File: src/rtl/apb_pkg.sv
// Shared APB definitions used by the master/arbiter and the existing APB slave.
// Contents:
//   APB_ADDR_W / APB_DATA_W  default bus widths
//   apb_state_t              APB protocol phase (IDLE, SETUP, ACCESS)
package apb_pkg;

  localparam int APB_ADDR_W = 32;
  localparam int APB_DATA_W = 32;

  typedef enum logic [1:0] {
    IDLE   = 2'b00,
    SETUP  = 2'b01,
    ACCESS = 2'b10
  } apb_state_t;

endpackage

File: src/rtl/rr_arbiter.sv
// Combinational round-robin picker. It grants the first requesting bit found
// when scanning cyclically upward from ptr (ptr itself is checked first).
// The pointer register is owned by the instantiating block.
// Ports:
//   req      in  N   request vector
//   ptr      in  IW  index of highest-priority requester
//   gnt      out N   one-hot grant (all zero when req is zero)
//   gnt_idx  out IW  binary index of the granted requester (0 when none)
module rr_arbiter #(
  parameter int N = 2,
  localparam int IW = (N > 1) ? $clog2(N) : 1
) (
  input  logic [N-1:0]  req,
  input  logic [IW-1:0] ptr,
  output logic [N-1:0]  gnt,
  output logic [IW-1:0] gnt_idx
);

  logic          found;
  logic [IW-1:0] idx;

  always_comb begin
    gnt     = '0;
    gnt_idx = '0;
    found   = 1'b0;
    idx     = '0;
    for (int k = 0; k < N; k++) begin
      // ptr is always < N, so the modulo keeps idx inside the request vector
      idx = IW'((int'(ptr) + k) % N);
      if (!found && req[idx]) begin
        found    = 1'b1;
        gnt[idx] = 1'b1;
        gnt_idx  = idx;
      end
    end
  end

endmodule

File: src/rtl/apb_master_arbiter.sv
// Shares one APB bus between NUM_REQ local requesters and drives it as the
// APB master. One transfer at a time, round-robin between requesters, with a
// bounded wait-state timeout so a stalled slave cannot hang the bus.
//
// Requester handshake: a requester raises req_valid[i] with req_write/addr/wdata
// and keeps req_valid[i] high until it sees req_done[i]. The fields are captured
// at grant, so later changes (including dropping req_valid) do not affect a
// transfer already granted. req_done is a one-cycle pulse; rsp_rdata and rsp_err
// are meaningful only in that cycle. No new grant is made in the req_done cycle,
// which gives the requester one cycle to lower req_valid.
//
// Ports:
//   clk, rst_n            clock, synchronous active-low reset
//   req_valid/write       per-requester request and direction
//   req_addr/req_wdata    packed per-requester address / write data
//   req_done              one-hot completion pulse
//   rsp_rdata, rsp_err    completion read data and error (pslverr or timeout)
//   paddr..pwdata         APB master outputs
//   prdata,pready,pslverr APB slave responses
//   dbg_state             current APB phase, for observation only
module apb_master_arbiter
  import apb_pkg::*;
#(
  parameter int NUM_REQ        = 2,
  parameter int ADDR_W         = APB_ADDR_W,
  parameter int DATA_W         = APB_DATA_W,
  parameter int TIMEOUT_CYCLES = 16
) (
  input  logic                      clk,
  input  logic                      rst_n,
  input  logic [NUM_REQ-1:0]        req_valid,
  input  logic [NUM_REQ-1:0]        req_write,
  input  logic [NUM_REQ*ADDR_W-1:0] req_addr,
  input  logic [NUM_REQ*DATA_W-1:0] req_wdata,
  output logic [NUM_REQ-1:0]        req_done,
  output logic [DATA_W-1:0]         rsp_rdata,
  output logic                      rsp_err,
  output logic [ADDR_W-1:0]         paddr,
  output logic                      psel,
  output logic                      penable,
  output logic                      pwrite,
  output logic [DATA_W-1:0]         pwdata,
  input  logic [DATA_W-1:0]         prdata,
  input  logic                      pready,
  input  logic                      pslverr,
  output apb_state_t                dbg_state
);

  localparam int IDX_W  = (NUM_REQ > 1) ? $clog2(NUM_REQ) : 1;
  localparam int WAIT_W = (TIMEOUT_CYCLES > 0) ? $clog2(TIMEOUT_CYCLES + 1) : 1;
  localparam logic [WAIT_W-1:0] WAIT_MAX  = '1;
  localparam logic [WAIT_W-1:0] WAIT_LIM  = WAIT_W'(TIMEOUT_CYCLES);
  localparam logic [IDX_W-1:0]  LAST_IDX  = IDX_W'(NUM_REQ - 1);

  apb_state_t           state_q, state_d;
  logic [IDX_W-1:0]     ptr_q, ptr_d;
  logic [IDX_W-1:0]     gnt_q, gnt_d;
  logic [NUM_REQ-1:0]   gnt_oh_q, gnt_oh_d;
  logic [WAIT_W-1:0]    wait_q, wait_d;
  logic [ADDR_W-1:0]    paddr_q, paddr_d;
  logic                 pwrite_q, pwrite_d;
  logic [DATA_W-1:0]    pwdata_q, pwdata_d;
  logic                 psel_q, psel_d;
  logic                 penable_q, penable_d;
  logic [NUM_REQ-1:0]   done_q, done_d;
  logic [DATA_W-1:0]    rdata_q, rdata_d;
  logic                 err_q, err_d;

  logic [NUM_REQ-1:0]   arb_gnt;
  logic [IDX_W-1:0]     arb_idx;
  logic [WAIT_W-1:0]    wait_inc;
  logic [IDX_W-1:0]     next_ptr;

  rr_arbiter #(.N(NUM_REQ)) u_arb (
    .req     (req_valid),
    .ptr     (ptr_q),
    .gnt     (arb_gnt),
    .gnt_idx (arb_idx)
  );

  always_comb begin
    state_d  = state_q;
    ptr_d    = ptr_q;
    gnt_d    = gnt_q;
    gnt_oh_d = gnt_oh_q;
    wait_d   = wait_q;
    paddr_d  = paddr_q;
    pwrite_d = pwrite_q;
    pwdata_d = pwdata_q;
    done_d   = '0;
    rdata_d  = '0;
    err_d    = 1'b0;
    // saturating increment: the counter never wraps back to zero
    wait_inc = (wait_q == WAIT_MAX) ? wait_q : wait_q + 1'b1;
    next_ptr = (gnt_q == LAST_IDX) ? '0 : gnt_q + 1'b1;

    case (state_q)
      IDLE: begin
        // done_q high means this is the turnaround cycle: hold off arbitration
        if ((|req_valid) && (done_q == '0)) begin
          state_d  = SETUP;
          gnt_d    = arb_idx;
          gnt_oh_d = arb_gnt;
          paddr_d  = req_addr[int'(arb_idx)*ADDR_W +: ADDR_W];
          pwrite_d = req_write[arb_idx];
          pwdata_d = req_write[arb_idx] ? req_wdata[int'(arb_idx)*DATA_W +: DATA_W] : '0;
        end
      end
      SETUP: begin
        state_d = ACCESS;
        wait_d  = '0;
      end
      ACCESS: begin
        if (pready) begin
          state_d = IDLE;
          done_d  = gnt_oh_q;
          rdata_d = pwrite_q ? '0 : prdata;
          err_d   = pslverr;
          ptr_d   = next_ptr;
        end else begin
          wait_d = wait_inc;
          if ((TIMEOUT_CYCLES != 0) && (wait_inc == WAIT_LIM)) begin
            state_d = IDLE;
            done_d  = gnt_oh_q;
            err_d   = 1'b1;
            ptr_d   = next_ptr;
          end
        end
      end
      default: state_d = IDLE;
    endcase

    psel_d    = (state_d != IDLE);
    penable_d = (state_d == ACCESS);
  end

  always_ff @(posedge clk) begin
    if (!rst_n) begin
      state_q   <= IDLE;
      ptr_q     <= '0;
      gnt_q     <= '0;
      gnt_oh_q  <= '0;
      wait_q    <= '0;
      paddr_q   <= '0;
      pwrite_q  <= 1'b0;
      pwdata_q  <= '0;
      psel_q    <= 1'b0;
      penable_q <= 1'b0;
      done_q    <= '0;
      rdata_q   <= '0;
      err_q     <= 1'b0;
    end else begin
      state_q   <= state_d;
      ptr_q     <= ptr_d;
      gnt_q     <= gnt_d;
      gnt_oh_q  <= gnt_oh_d;
      wait_q    <= wait_d;
      paddr_q   <= paddr_d;
      pwrite_q  <= pwrite_d;
      pwdata_q  <= pwdata_d;
      psel_q    <= psel_d;
      penable_q <= penable_d;
      done_q    <= done_d;
      rdata_q   <= rdata_d;
      err_q     <= err_d;
    end
  end

  assign req_done  = done_q;
  assign rsp_rdata = rdata_q;
  assign rsp_err   = err_q;
  assign paddr     = paddr_q;
  assign psel      = psel_q;
  assign penable   = penable_q;
  assign pwrite    = pwrite_q;
  assign pwdata    = pwdata_q;
  assign dbg_state = state_q;

endmodule

File: config.mk
export PLATFORM = sky130hd
export DESIGN_NAME = apb_master_arbiter
export DESIGN_NICKNAME = d
export VERILOG_FILES = /design/src/rtl/apb_pkg.sv /design/src/rtl/rr_arbiter.sv /design/src/rtl/apb_master_arbiter.sv
export SDC_FILE = /design/constraint.sdc
export NUM_CORES = 1
export LEC_CHECK = 0
export BUFFER_PORTS_ARGS = -buffer_cell sky130_fd_sc_hd__buf_2
export CAP_MARGIN = 30
export CORE_ASPECT_RATIO = 0.6
export CORE_MARGIN = 1.5
export CORE_UTILIZATION = 48
export DETAILED_ROUTE_END_ITERATION = 6
export PLACE_DENSITY = 0.95
export SYNTH_ARGS = -nofsm -noshare
export SYNTH_HDL_FRONTEND = slang
export SYNTH_HIERARCHICAL = 1
export SYNTH_SLANG_ARGS = --single-unit
export TNS_END_PERCENT = 20
File: constraint.sdc
create_clock -name clk -period 4.7 [get_ports clk]
set_clock_uncertainty 0.1 [all_clocks]
set_input_delay 0.235 -clock clk [delete_from_list [all_inputs] [get_ports clk]]
set_output_delay 0.235 -clock clk [all_outputs]
set_load 0.005 [all_outputs]
# == Word-level counts from Yosys, hierarchy flattened ==
# Index checks and enable logic that the tools add are counted.
# totals
output_inout_bits,104
elab_cells,79
in_bits,168
regBits,113
# op_classes
n_addsub,3
eq_ne,6
mux,30
n_lt_le_gt_ge,5
n_reduce_logical,16
bitwise_logic,4
shifts,2
# op_table
op,count
64-bit by 7-bit indexed part select with 32-bit output,2
32-bit two-way mux,1
1-bit two-way mux,16
2-bit two-way mux,7
5-bit equality test (second input constant),2
5-bit two-way mux,2
5-bit one-hot mux with 2 select lines,1
2-bit AND reduction,4
1-bit by 2-bit less-than comparator with 1-bit output (second input constant),3
2-bit one-hot mux with 3 select lines,1
2-bit nonzero test,3
5-bit by 1-bit adder with 5-bit output (second input constant),1
2-bit equality test (second input constant),2
1-bit logical AND,4
2-bit logical NOT,2
4-bit OR reduction,1
1-bit NOT,3
1-bit adder (second input constant),2
1-bit demux with 1-bit select,2
2-bit by 1-bit equality test with 1-bit output (second input constant),1
1-bit >= comparator (second input constant),2
2-bit != test (second input constant),1
2-bit bitwise OR,1
2-bit OR reduction,1
1-bit logical NOT,1

# == Depth between registers and ports, before layout ==
# Gate-level depths: netlist of run 1.
# depth
depth_word,9
depth_mapped,8
depth_no_buf,6

# == Hierarchy ==
# Netlist of run 1, hierarchy kept.
# by_module_without_submodules
mod,seq_area_each_um2,cells_per_inst,area_each_um2,n_inst
apb_master_arbiter,2262.2,449,4797.1,1
rr_arbiter,0.0,4,30.0,1

# == Worst setup path before layout of run 1 ==
# Ideal clock, no wire load.
# synth_path
kind,reg-to-reg
from,reg ptr_q
to,reg pwdata_q[10] (netlist: pwdata[10])
required_time_ns,4.482
slack_ns,2.879
n_path_buf,2
synth_period_minus_slack_ns,1.821
setup_ns,0.118
path_stages_with_launch,8
arrival_time_ns,1.603
cell_sequence,dfxtp_1 -> inv_1 -> a21boi_1 -> buf_2 -> buf_2 -> mux2_2 -> a22oi_1 -> nor2b_1
# synth_between
elab_chain_cells,9
word_cells_on_any_way,14
classes_between,1 x add/sub; 1 x shift; 10 x mux; 2 x reduce/logical
# synth_rtl
item,line,source
start: declaration,apb_master_arbiter.sv:56,"logic [IDX_W-1:0] ptr_q, ptr_d;"
start signal: assignment,apb_master_arbiter.sv:154,ptr_q <= ptr_d;
1-bit two-way mux (implied by the code) (2 in a row),rr_arbiter.sv:30,if (!found && req[idx]) begin
1-bit two-way mux,rr_arbiter.sv:30,
1-bit logical NOT,rr_arbiter.sv:30,
1-bit logical AND,rr_arbiter.sv:30,
1-bit two-way mux *,rr_arbiter.sv:30,
named net arb_idx,apb_master_arbiter.sv:70,logic [IDX_W-1:0] arb_idx;
"parallel branches: the longest is 2 deep, another holds 64-bit by 7-bit indexed part select with 32-bit output",-,
32-bit two-way mux *,apb_master_arbiter.sv:106,pwdata_d = req_write[arb_idx] ? req_wdata[int'(arb_idx)*DATA_W +: DATA_W] : '0;
end signal: assignment,apb_master_arbiter.sv:160,pwdata_q <= pwdata_d;
end: declaration,apb_master_arbiter.sv:62,"logic [DATA_W-1:0] pwdata_q, pwdata_d;"
# Mark *: on every way through the listed nets, which the timed path passes. The select of a mux whose other input is x is not followed.
# A chain may end at the register's enable or synchronous reset.

# == Worst setup path in the final report of run 1 ==
# layout_path
from,reg ptr_q
to,reg pwdata_q[14] (netlist: pwdata[14])
# Same word-level chain as after synthesis.

==> impl.org, run 1 <==
** GRT
- met2 is the most crowded layer.
- Met1 global-route usage :: 0.302
- The number of global-route vias before repair was ~4.7k.
- GRT Util Overall :: 0.276
- In the global route stage, met3 resource usage came out at 0.0934.
- Met2 global-route usage :: 0.495
- Congestion Overflow GR :: 0
- Pin count of the biggest net entering global routing :: 81
- The number of antenna violations at the first check in global routing is 0.
- First-pass GRT wire length :: roughly 23 mm

** Clocking
- Counting every sink on the clock net gives 113.
- TritonCTS built the clock tree.
- Postcts setup bufs :: 0
- Counting along the longest clock path gives a buffer depth of 2.
- H-tree lvl count :: 4
- In this run the clock root is driven by a sky130_fd_sc_hd__clkbuf_16.
- Number of CTS-inserted buffers :: 17
- After clock tree synthesis, the clock-pin slew on the worst setup and hold paths is 0.06 ns.
- Clk Latency, worst-skew pair :: about 0.39 ns

** Floorplan
- The floorplan step defined a die boundary enclosing about 11,000 um^2.
- Number of placement rows :: 28
- Measured along the y axis, the die boundary spans approximately 81 um.
- Overall die width :: around 130 um
- Area of the core :: between 9000 and 10,000 um^2
- I/O pin cnt :: approximately 270
- Starting Density :: 0.492

** Logic synthesis
- The Yosys step of the flow raised 6 warnings.
- Of the synthesized area, sequential elements account for 0.469.
- Synthesis produced a netlist with a net count of between 600 and 700.
- Counting every instance in the synthesized netlist gives 453.
- The netlist uses 46 different library cells.
- Combined area of all synthesized cells :: 4830 um^2
- Post-synth top flop :: sky130_fd_sc_hd__dfxtp_1
- Yosys reg bits :: around 110
- Mean instance size in the synthesized netlist :: 10.7 um^2
- Yosys mapped a number of flops with a built-in enable equal to 0.
- For this run, asynchronously set or reset flops after synthesis account for 0.

** Critical path
- Data arrives at the worst endpoint at roughly 2.7 ns.
- The critical path goes through inv_1 > a21boi_4 > buf_4 > mux2i_1 > nor2_4 > a22oi_1 > nor2b_1.
- On the critical path, the stage with the largest delay is an instance of sky130_fd_sc_hd__nor2_4.
- Critical path startpoint category :: register
- Destination of the worst register-to-register timing path :: pwdata[14]
- The worst register-to-register path begins at ptr_q.
- Data on the critical path is required at its endpoint by 4.92 ns.
- Of all nets on the critical path, the largest fanout is 34.
- On the worst path, the slowest cell contributes a delay of 0.62 ns.
- Logic depth of the worst register-to-register path :: 7
- STA classifies the critical path endpoint as a register.
- The worst setup path is of the reg2reg kind.
- Register-to-register setup slack :: 2.23 ns

** Cells and area
- Net total in the final layout :: 914
- Most frequent standard cell in the layout excluding fill and tap cells :: sky130_fd_sc_hd__buf_2
- In the layout the commonest cells are 271 x sky130_fd_sc_hd__buf_2, 113 x sky130_fd_sc_hd__dfxtp_1, 43 x sky130_fd_sc_hd__nand2_1, 40 x sky130_fd_sc_hd__nor2b_1, 35 x sky130_fd_sc_hd__and2_1.
- Synthesis-to-layout area growth :: 46.4%
- Fraction of layout instances using a drive strength above 1 :: 0.467
- After filler insertion, the fill cell instance count of the layout stands at between 600 and 700.
- Antenna diodes :: 0

** Detailed routing
- Ratio of routed vias to standard cells :: between 5 and 6
- First-pass detailed-route iteration total :: 4
- The first routing iteration left 300 violations.
- DRC errors left :: 0
- For this block, the routed nets add up to around 15 mm of wire.
- The detailed router placed ~4.6k vias in this run.
- Number of nets still failing antenna checks after routing :: 0
- After detailed routing, the average wire length per cell comes to approximately 17 um.

** STA
- The count of final hold-check violations is 0.
- Unrepaired setup endpoints after global routing :: false
- Final setup violation count :: 0
- Crit share post-route :: 0.525
- The worst pin sits at a relative slew slack of 0.488.
- Minimum hold slack :: 0.0741 ns
- Measured slew at the worst slew-check pin :: ~0.77 ns
- The number of max-slew violations in the final report is 0.
- For the final routed database, the setup TNS stands at 0 ns.
- Final min period :: around 2.5 ns
- Highest Clock Rate :: just over 400 MHz

** Outcome
- Outcome :: finished clean

** Placed design
- Routability-driven placement finished with a final weighted congestion of between 0.8 and 0.9.
- Input/output buffers :: roughly 270
- Detailed placement ended at an HPWL of between 9 and 10 mm.

** Power
- IR analysis of the VDD net gives a maximum drop of 339 uV.
- Proportion of power drawn by the clock network :: 0.452
- The share of total power dissipated in combinational logic is 0.151.
- Power spread over the standard cell area amounts to 377 nW/um^2.
- The analysis attributes to cell leakage a power of roughly 3.6 nW.
- Switching share of total power :: 0.258
- For this design the total switching power over the nets is 688 uW.
- Internal power :: 1.98 mW
- Seq pwr share :: 0.397

** Min path
- The startpoint identified for the worst hold timing path is pslverr.
- End point of the most critical hold path :: rsp_err
- The path class of the tightest hold or removal check is in2reg.
- The worst hold path passes through 4 cells.

** Run
- Maximum Capacitance Violations :: 0
## cell type report
cell class                 count  area (um^2)  share of cell area
tap                          135          169              0.0239
multi-input combinational    299         2310               0.327
sequential                   113         2260               0.320
clock buffer                  18          439              0.0621
timing repair buffer         309         1730               0.245
clock inverter                14          134              0.0189
inverter                       5         18.8             0.00265
## synth_stat cells, types with 2 or more instances
cell type,n,share of area
sky130_fd_sc_hd__o21ai_0,3,0.0031
sky130_fd_sc_hd__clkbuf_8,3,0.0086
sky130_fd_sc_hd__a22oi_1,32,0.050
sky130_fd_sc_hd__nand2b_1,2,0.0026
sky130_fd_sc_hd__and3_1,5,0.0065
sky130_fd_sc_hd__nand2_1,43,0.033
sky130_fd_sc_hd__and2_1,35,0.045
sky130_fd_sc_hd__o211a_1,32,0.066
sky130_fd_sc_hd__a211oi_1,2,0.0031
sky130_fd_sc_hd__a21boi_1,3,0.0047
sky130_fd_sc_hd__mux2i_1,34,0.071
sky130_fd_sc_hd__buf_6,7,0.016
sky130_fd_sc_hd__nor3_1,2,0.0021
sky130_fd_sc_hd__mux2_2,33,0.077
sky130_fd_sc_hd__a21boi_0,3,0.0047
sky130_fd_sc_hd__inv_1,5,0.0039
sky130_fd_sc_hd__clkbuf_2,3,0.0031
sky130_fd_sc_hd__a31oi_1,3,0.0039
sky130_fd_sc_hd__buf_2,7,0.0073
sky130_fd_sc_hd__dfxtp_1,113,0.47
sky130_fd_sc_hd__buf_4,6,0.0093
sky130_fd_sc_hd__a22oi_2,2,0.0052
sky130_fd_sc_hd__nor2b_1,40,0.052
sky130_fd_sc_hd__clkbuf_1,10,0.0078
sky130_fd_sc_hd__a21oi_1,4,0.0041
## how the worst max path moves through the flow
| stage | startpoint | endpoint | slack, ns |
|---|---|---|---|
| global route | ptr_q | pwdata[14] | 2.06 |
| global placement | req_valid[1] | pwdata[15] | 2.50 |
| CTS | ptr_q | pwdata[13] | 2.33 |
| floorplan | ptr_q | pwdata[10] | 2.88 |
| finish | ptr_q | pwdata[14] | 2.23 |
| detailed placement | req_valid[1] | pwdata[13] | 2.34 |
## worst max-delay path, delay by kind of cell (launching register included)
kind                   cells  cell delay (ns)
AOI/OAI and AO/OA          2             0.35
and+or+nand+nor            2             0.82
muxes                      1             0.20
DFF                        1             0.37
buffers and inverters      2             0.53
## registers in the layout (all words and copies together), names as in the netlist
signal     count
paddr         32
pwdata        32
rsp_rdata     32
wait_q         5
dbg_state      2
gnt_oh_q       2
req_done       2
gnt_q          1
penable        1
psel           1
ptr_q          1
pwrite         1
rsp_err        1
## per-stage QoR
stage | utilization | instances | setup WS, ns | total power, mW | area [um^2]
floorplan | - | 453 | 2.88 | 1.30 | 4830
global placement | 0.628 | 828 | 2.50 | 1.42 | 6160
detailed placement | 0.630 | 829 | 2.34 | 1.45 | 6180
CTS | 0.721 | 893 | 2.33 | 2.67 | 7070
global route | 0.721 | 893 | 2.06 | 2.77 | 7070
finish | 0.721 | 893 | 2.23 | 2.67 | 7070
## routing by layer
| metal | routed length [um] | part of all wire |
|---|---|---|
| met4 | 355 | 0.024 |
| met2 | 7670 | 0.51 |
| met1 | 5800 | 0.39 |
| met5 | 0 | 0 |
| met3 | 1060 | 0.071 |
## what timing repair did
| item | in CTS | in global routing |
|---|---|---|
| gates resized for setup | 0 | 0 |
| endpoints found under the hold margin | 32 | 0 |
| hold buffers | 32 | 0 |
## kinds of logic (layout without fill, tap and decap cells)
family	Yosys count	after routing	synth area share
DFF	113	113	0.469
AOI/OAI and AO/OA	94	94	0.164
and+or+nand+nor	137	137	0.161
muxes	67	67	0.147
buffers and inverters	41	346	0.0562
adders and majority gates	1	1	0.00259
## power by group through the flow
stage	Combinational (mW)	Sequential, mW	Clock, mW
4_1_cts	0.396	1.06	1.22
3_3_place_gp	0.352	1.07	0
3_5_place_dp	0.374	1.08	0
6_report	0.403	1.06	1.20
2_1_floorplan	0.224	1.08	0
5_1_grt	0.440	1.07	1.27
(Power assumes the default switching activity.)
==> run 2, diff against run 1 <==
- ABC_AREA: not set -> 1
- CORE_UTILIZATION: 48 -> 40
- PLACE_DENSITY: 0.95 -> 0.89
- clock period: 4.7 -> 2 ns (I/O delays scaled with it)
==> run 2 against run 1 <==
  * Non-clock buffer count is 126 higher
  * Synthesized area is 3.2% lower
  * Utilization is 0.65 points higher
  * Setup slack worse by 2.1 ns
  * Via count is 32% higher
  * Maximum frequency is 32% higher
  * Final cell count is 40% higher
  * Die area is 16% higher
  * Combinational power grew to 3.0 times the previous value
  * Sequential share of layout area is 4.6 points lower
  * Critical path type unchanged
==> impl.org, run 2 <==
** Logic synthesis
- For this run, the leading register cell type out of synthesis is sky130_fd_sc_hd__dfxtp_1.
- In this run, synthesis inferred 0 flip-flops with an integrated enable.
- The share of the Yosys chip area taken by registers is 0.484.
- Total nets after synthesis :: approximately 830
- Library cell with the highest instance count after synthesis :: sky130_fd_sc_hd__nand2_1
- Synth top cells by count :: 215 x sky130_fd_sc_hd__nand2_1, 113 x sky130_fd_sc_hd__dfxtp_1, 84 x sky130_fd_sc_hd__inv_1
- Number of standard cells after synthesis :: 665
- The largest total area in the synthesized netlist belongs to sky130_fd_sc_hd__dfxtp_1.
- Combined area of all synthesized cells :: between 4000 and 5000 um^2
- Counting flops with an async set or reset pin after synthesis yields a share of 0.
- Count of different cell masters after synthesis :: 24
- Area share of the leading cell type in the synthesized netlist :: 0.484
- Yosys reg bits :: between 100 and 150
- Yosys attributes the largest share of cell area to sky130_fd_sc_hd__dfxtp_1 48%, sky130_fd_sc_hd__nand2_1 17%, sky130_fd_sc_hd__inv_1 6.7%, sky130_fd_sc_hd__nor2_1 6.5%, sky130_fd_sc_hd__a22oi_1 5.1%.
- Synth warn :: 6
- Mean instance size in the synthesized netlist :: between 7 and 8 um^2

** STA
- Post-route setup slack :: approximately 0.13 ns
- Final Slew Violations :: 0
- After routing, the total negative slack on setup checks comes to 0 ns.
- The worst path needs roughly 1.9 ns of the cycle, external delays included.
- Final setup violation count :: 0
- Max-slew headroom :: 0.715
- For this run, the top clock speed supported by timing is around 530 MHz.
- Setup repair after global routing left no endpoint under its margin.
- For the pin with the worst max-slew slack, the measured transition is roughly 0.43 ns.
- The count of final hold-check violations was 0.
- In the finished design, the share of the clock period the worst path needs comes to 0.935.

** Detailed routing
- For this block, the initial DRC count from the detailed router was between 300 and 400.
- The routed layout has just over 6k vias.
- Once detail routing completed, the nets flagged for antenna violations numbered 0.
- Average detailed-routed wire length per instance :: roughly 15 um
- First-pass detailed-route iteration total :: 5
- Dividing the detail-routed via count by the number of cells gives 4.83.
- Total routed wirelength :: roughly 19 mm
- After detailed routing, the number of remaining DRC violations is 0.

** Placed design
- Routability-driven placement finished with a final weighted congestion of ~0.9.
- Port buffering added between 200 and 300 buffers.
- Timing analysis after detailed placement gives a worst setup slack of 0.349 ns.
- Placed wire-length estimate :: 9.77 mm

** Floorplan
- In this run the vertical extent of the chip is just under 90 um.
- Number of placement rows :: 30
- From left edge to right edge, the die measures between 100 and 150 um.
- I/O pin cnt :: between 200 and 300
- After floorplanning, the core was sized to cover between 10,000 and 15,000 um^2.
- The initial utilization of the core area, before any placement, comes to 0.412.
- Area of the die :: 12,400 um^2

** Critical path
- Crit path arrival time :: between 2 and 2.5 ns
- The worst setup path is captured at a register.
- Endpoint required time on the critical path :: 2.17 ns
- STA classifies the critical path startpoint as a register.
- Critical setup path kind :: reg2reg
- Critical Path Fanout Max :: 38

** Outcome
- Outcome :: finished clean

** Clocking
- Clock tree from TritonCTS :: yes
- Hold bufs inserted after CTS :: 153
- In this run the post-CTS setup repair buffer count came out at 0.
- Number of CTS-inserted buffers :: 17
- CTS saw between 100 and 150 sinks.
- Cell chosen for the clock root :: sky130_fd_sc_hd__clkbuf_16
- The number of gates resized after CTS was 0.
- Longest Clk Path Bufs :: 2
- CTS built an H-tree with a depth of 4.
- After clock tree synthesis, the clock-pin slew on the worst setup and hold paths is 0.05 ns.
- The later pin in the worst-skew pair is clocked with a latency of between 0.3 and 0.4 ns.

** GRT
- Entering global routing, the biggest net connects 51 pins.
- For this run, the total global-route usage over all layers was measured as 0.302.
- The number of antenna violations at the first check in global routing is 1.
- First-pass GRT wire length :: ~29 mm
- The number of global-route vias before repair came to 6,138.
- The total overflow left after global routing is 0.

** Cells and area
- Fraction of the core area covered by cells at the end of the flow :: 0.727
- In the final layout, the share of cells above drive strength 1 is 0.292.
- Filler Cell Count :: ~800
- Commonest cells after routing, fill and taps aside :: 271 x sky130_fd_sc_hd__buf_2, 215 x sky130_fd_sc_hd__nand2_1, 153 x sky130_fd_sc_hd__dlygate4sd3_1, 113 x sky130_fd_sc_hd__dfxtp_1, 83 x sky130_fd_sc_hd__inv_1
- Leaving out fill and tap cells, the most frequent cell in the layout is sky130_fd_sc_hd__buf_2.
- Synthesis-to-layout area growth :: 76.4%
- Net total in the final layout :: 1,248

** Min path
- The path class of the tightest hold or removal check is in2reg.

** Power
- Pwr dens :: about 800 nW/um^2
- In this run the static leakage power is around 4.4 nW.
- VDD sags by at most between 500 and 600 uV.

** Run
- Maximum Capacitance Violations :: 0
==> run 2: cell types whose count changed after synthesis, sizes merged, moves of 33 or more <==
cell   change
nand2    +172
mux2i     -34
and2      -35
a21oi     +40
inv       +79
mux2      -33
nor2b     -40
o21ai     +33
nor2      +80
==> run 2: worst max-delay path: stages, from the launching register on <==
cell                      delay [ns]
sky130_fd_sc_hd__dfxtp_1        0.40
sky130_fd_sc_hd__inv_1          0.11
sky130_fd_sc_hd__a21oi_4        0.17
sky130_fd_sc_hd__inv_2          0.06
sky130_fd_sc_hd__buf_4          0.26
sky130_fd_sc_hd__nand2_1        0.15
sky130_fd_sc_hd__nand2_1        0.08
sky130_fd_sc_hd__o21ai_0        0.29
sky130_fd_sc_hd__a21oi_1        0.10
==> run 2: stage by stage <==
| step | std cells | total power [mW] | instance area, um^2 | hold WS (ns) |
|---|---|---|---|---|
| 3_5_place_dp | 1067 | 3.43 | 6170 | 0.220 |
| 2_1_floorplan | 665 | 3.00 | 4670 | 0.112 |
| 6_report | 1253 | 6.41 | 8240 | 0.0136 |
| 3_3_place_gp | 1067 | 3.40 | 6170 | 0.213 |
| 4_1_cts | 1252 | 6.37 | 8240 | 0.000271 |
| 5_1_grt | 1253 | 6.69 | 8240 | 0.0442 |
==> run 2: cell type report <==
type | count | area, um^2 | area share
diodes | 1 | 2.50 | 0.000304
clock buffers | 20 | 457 | 0.0554
clock inverters | 12 | 83.8 | 0.0102
inverters | 84 | 315 | 0.0383
multi-input cells | 428 | 1910 | 0.232
flip-flops and latches | 113 | 2260 | 0.274
well taps | 160 | 200 | 0.0243
repair buffers | 435 | 3010 | 0.365
==> run 2: path summary, 6_finish.rpt <==
path                      from           to  slack [ns]  cells after the start
setup / recovery         ptr_q     paddr[4]        0.13                      8
hold / removal    req_addr[22]    paddr[22]        0.01                      5
setup reg to reg         ptr_q     paddr[4]        0.13                      8
hold reg to reg    gnt_oh_q[1]  req_done[1]        0.34                      2
==> run 2: per-layer routing <==
layer | GRT usage | vias to the layer above | part of all wire
li1 | - | 2893 | -
met1 | 0.321 | 2695 | 0.38
met2 | 0.521 | 363 | 0.46
met3 | 0.0912 | 106 | 0.099
met4 | 0.216 | 0 | 0.057
met5 | 0 | - | 0
==> run 2: power by group <==
| part | total (mW) | internal, mW | switching (mW) | leakage (nW) |
|---|---|---|---|---|
| sequential | 2.49 | 2.40 | 0.0827 | 0.923 |
| combinational | 1.21 | 0.597 | 0.615 | 3.19 |
| clock | 2.72 | 1.65 | 1.07 | 0.255 |
==> run 2: logic make-up after synthesis <==
| family | after synthesis | share of synthesized area |
|---|---|---|
| and+or+nand+nor | 310 | 0.258 |
| buffers and inverters | 124 | 0.110 |
| AOI/OAI and AO/OA | 116 | 0.144 |
| DFF | 113 | 0.484 |
| xor gates and xnor gates | 1 | 0.00188 |
| adders and majority gates | 1 | 0.00268 |
